`config.mk`:
```
export PLATFORM = sky130hd
export DESIGN_NAME = pipe_stage_reg
export DESIGN_NICKNAME = d
export VERILOG_FILES = /design/src/rtl/pipe_stage_reg.sv
export SDC_FILE = /design/constraint.sdc
export NUM_CORES = 1
export LEC_CHECK = 0
export CORE_UTILIZATION = 35
export CTS_CLUSTER_DIAMETER = 100
export DETAILED_ROUTE_END_ITERATION = 8
export PLACE_DENSITY_LB_ADDON = 0.12
export SLEW_MARGIN = 10
export SYNTH_ARGS = -nofsm -noshare
export SYNTH_HDL_FRONTEND = slang
export SYNTH_SLANG_ARGS = --single-unit
```
`constraint.sdc`:
```
create_clock -name clk -period 2.38 [get_ports clk]
set_clock_uncertainty 0.2 [all_clocks]
set_input_delay 0.476 -clock clk [delete_from_list [all_inputs] [get_ports clk]]
set_output_delay 0.476 -clock clk [all_outputs]
set_load 0.03 [all_outputs]
```
`src/rtl/pipe_stage_reg.sv`:
```
// pipe_stage_reg: generic pipeline boundary register with a two-entry skid.
// The main entry M drives the outputs. The skid entry S absorbs one extra
// instruction so that the upstream can see a registered ready signal.
// Every output comes straight from a flop, so the stage can sit at any
// boundary in the pipeline.
module pipe_stage_reg #(
  parameter int                 DATA_W      = 32,
  parameter int                 CTRL_W      = 16,
  parameter logic [CTRL_W-1:0]  CTRL_BUBBLE = '0,
  parameter int                 CNT_W       = 16
) (
  input  logic              clk,
  input  logic              reset,
  input  logic              in_valid,
  output logic              in_ready,
  input  logic [CTRL_W-1:0] in_ctrl,
  input  logic [DATA_W-1:0] in_data,
  input  logic              stall,
  input  logic              flush,
  output logic              out_valid,
  input  logic              out_ready,
  output logic [CTRL_W-1:0] out_ctrl,
  output logic [DATA_W-1:0] out_data,
  output logic [1:0]        occupancy,
  output logic [CNT_W-1:0]  bubble_cnt
);

  // main (output) entry
  logic              r_m_valid;
  logic [CTRL_W-1:0] r_m_ctrl;
  logic [DATA_W-1:0] r_m_data;
  // skid entry
  logic              r_s_valid;
  logic [CTRL_W-1:0] r_s_ctrl;
  logic [DATA_W-1:0] r_s_data;
  logic [CNT_W-1:0]  r_bubble_cnt;

  logic w_in_fire;
  logic w_out_fire;
  logic w_bubble;

  // Ready depends only on the skid flop. Stall looks like out_ready=0.
  assign w_in_fire  = in_valid & ~r_s_valid;
  assign w_out_fire = r_m_valid & out_ready & ~stall;
  assign w_bubble   = ~r_m_valid & out_ready & ~stall & ~flush;

  // Entry movement: reset takes priority over flush, and flush over normal flow.
  always_ff @(posedge clk) begin
    if (reset) begin
      r_m_valid <= 1'b0;
      r_m_ctrl  <= CTRL_BUBBLE;
      r_m_data  <= '0;
      r_s_valid <= 1'b0;
      r_s_ctrl  <= '0;
      r_s_data  <= '0;
    end else if (flush) begin
      // Drop both entries and any same-cycle input. The data bus keeps its
      // old value because only control has to look like a NOP.
      r_m_valid <= 1'b0;
      r_m_ctrl  <= CTRL_BUBBLE;
      r_s_valid <= 1'b0;
    end else if (w_out_fire) begin
      if (r_s_valid) begin
        // Ready is low while S is valid, so no input can arrive in this cycle.
        r_m_ctrl  <= r_s_ctrl;
        r_m_data  <= r_s_data;
        r_s_valid <= 1'b0;
      end else if (w_in_fire) begin
        r_m_ctrl <= in_ctrl;
        r_m_data <= in_data;
      end else begin
        r_m_valid <= 1'b0;
        r_m_ctrl  <= CTRL_BUBBLE;
      end
    end else if (w_in_fire) begin
      if (!r_m_valid) begin
        r_m_valid <= 1'b1;
        r_m_ctrl  <= in_ctrl;
        r_m_data  <= in_data;
      end else begin
        r_s_valid <= 1'b1;
        r_s_ctrl  <= in_ctrl;
        r_s_data  <= in_data;
      end
    end
  end

  // Saturating count of the idle cycles that the downstream actually consumed.
  always_ff @(posedge clk) begin
    if (reset)
      r_bubble_cnt <= '0;
    else if (w_bubble && (r_bubble_cnt != {CNT_W{1'b1}}))
      r_bubble_cnt <= r_bubble_cnt + 1'b1;
  end

  assign in_ready   = ~r_s_valid;
  assign out_valid  = r_m_valid;
  assign out_ctrl   = r_m_ctrl;
  assign out_data   = r_m_data;
  assign occupancy  = {1'b0, r_m_valid} + {1'b0, r_s_valid};
  assign bubble_cnt = r_bubble_cnt;

endmodule

```
==> run metrics <==
die footprint 14,300 um2; Worst Path Max Fanout 9; initial antenna violation count 0; Setup WS post-layout 0.0843 ns; CTS root buf clkbuf_16; Distinct cells, synth 42; Die Y 119 um; Cell Rows 42; mapped cell area around 4800 um2; CTS clk-pin slew, worst paths approximately 0.05 ns; Worst Min Path Start r_s_ctrl[12]; DRC Markers 0; placed cell count 869; post-cts resize count 4; CP Launch Type register; vias in the first global route 4,345; Seq cells post-synth 114; Setup Viol. Count Final 0; pwr dens 732 nW/um2; Die W between 100 and 150 um; run status complete, no violations; fin. max-slew vios 0; commonest non-fill, non-tap cell in the layout nand2_1; worst r2r src out_valid; WL/cell 14.1 um; GRT overflow 0; Util after Layout 53.5%; TritonCTS Buffers 17; Global Route Usage Sum 18.6%; maximum VDD drop around 0.00044 V; # IOs roughly 120; worst skew pair latency 0.40 ns; Slew Limit Headroom a little over three fifths; CTS tree built; area growth from synthesis to layout 48.0%; clk buf depth 2; Layout Nets about 770; fmax 0.436 GHz; ys flop type dfxtp_1; share of layout cells above drive strength 1 15.3%; worst hold path type reg2reg; Worst-Margin Slew roughly 0.55 ns; hold slack between 0.2 and 0.3 ns; clk sinks 114; synthesized area per cell approximately 8.4 um2; Routed Wire Length 12,700 um; RSZ-0062 raised after global routing no; diode count 0; first-pass GRT wire length 20,900 um; routability cong. 0.757; Synth Instances roughly 570; post-route minimum period between 2 and 2.5 ns; DR pass1 iterations 4; period utilisation layout between 90% and 100%; Setup TNS 0 ns; Setup Fix Bufs, Post-CTS 0; Hold Vio Cnt, Final 0; largest net degree at the start of global routing 65; sequential fraction of the synthesis area a little under half; WP data required 1.70 ns; Post-synth EDFFs 0; dpl ws -0.214 ns; yosys warns 0; critical path type reg2out; H-tree depth 4; cell leakage power approximately 0.0025 uW; Initial Utilization 36.1%; dpl hpwl ~8500 um; Post-synth ARST share 0%; Critical Path Source r_s_valid; Critical Path End Type output pin; CP arrival 1.62 ns; Core ar. ~13,000 um2; CTS Hold Bufs 0; most frequent cells in the layout nand2_1 (166), clkdlybuf4s50_1 (118), dfxtp_1 (112), a21oi_1 (61), nor2_1 (55); post-DR vias/cell 5.07; syn nets 629; antenna-violating nets left 0; Layout Cells excl Fill 901; Vias 4,571; drt first-iter violations between 200 and 300; Max Cap Viol 0; Port Buffers 121
==> metal layers <==
layer  vias up  GRT usage, %  wire [um]
met4         0          6.25        165
met2        94          31.3       6280
met3        12          5.32        500
li1       2285             -          -
met5         -             0          0
met1      2180          22.6       5720
==> kinds of logic after synthesis <==
kind of cell | Yosys count | share of synthesized area (%)
compound gates | 140 | 23.0
buf+inv | 44 | 4.20
mux | 2 | 0.441
flops | 114 | 47.3
fa+ha+maj | 2 | 0.519
simple gates | 270 | 24.3
xor+xnor | 1 | 0.182
==> final timing paths <==
path	endpoint	slack (ns)	cells after the start
setup / recovery	in_ready	0.08	2
hold / removal	r_s_ctrl[12]	0.25	2
hold reg to reg	r_s_ctrl[12]	0.25	2
setup reg to reg	bubble_cnt[14]	0.33	4
==> synth_stat cells (3+ instances only) <==
| library cell | n | area share, % |
|---|---|---|
| a311oi_2 | 28 | 8.7 |
| o31ai_1 | 5 | 0.78 |
| nand3_1 | 6 | 0.62 |
| or3_1 | 4 | 0.52 |
| and3_1 | 3 | 0.39 |
| buf_2 | 3 | 0.31 |
| a211oi_1 | 17 | 2.6 |
| nor2_1 | 56 | 4.4 |
| nand2b_1 | 4 | 0.52 |
| nand2_1 | 166 | 13 |
| clkbuf_1 | 28 | 2.2 |
| buf_1 | 6 | 0.47 |
| o21ai_0 | 6 | 0.62 |
| buf_4 | 3 | 0.47 |
| or4_1 | 5 | 0.78 |
| nand4_1 | 6 | 0.78 |
| a311oi_1 | 4 | 0.73 |
| a21oi_1 | 61 | 6.3 |
| nor3_1 | 3 | 0.31 |
| a22oi_1 | 16 | 2.5 |
| dfxtp_1 | 114 | 47 |
| buf_6 | 3 | 0.70 |
| nor2b_1 | 3 | 0.39 |
==> registers in the layout (all words and copies together), names as in the netlist <==
name and flops:
out_ctrl 16, out_valid 1, bubble_cnt 16, r_s_valid 1, r_s_data 32, out_data 32, r_s_ctrl 16
==> metrics by stage <==
step / total power (uW) / area (um2)
after floorplan: 2320 / 4820
after global placement: 2580 / 6510
after detailed placement: 2590 / 6510
after CTS: 5300 / 7140
after global routing: 5420 / 7140
final: 5220 / 7140
==> final cells by class <==
cell class              instances  area [um2]
fillers                      1233        6210
multi-input cells             415        2350
flip-flops and latches        114        2280
repair buffers                163        1650
clock buffers                  23         478
well taps                     176         220
clock inverters                 9         153
inverters                       1        3.75
==> where the power goes <==
| part | switching (uW) | internal, uW |
|---|---|---|
| Clock | 846 | 1830 |
| Sequential | 33.6 | 1970 |
| Combinational | 288 | 260 |
| Total | 1170 | 4060 |
==> worst max-delay path: stages (launching register included) <==
cell             delay [ns]
dfxtp_2                0.37
inv_1                  0.14
clkdlybuf4s50_1        0.71
Power figures use the tool's default switching activity.
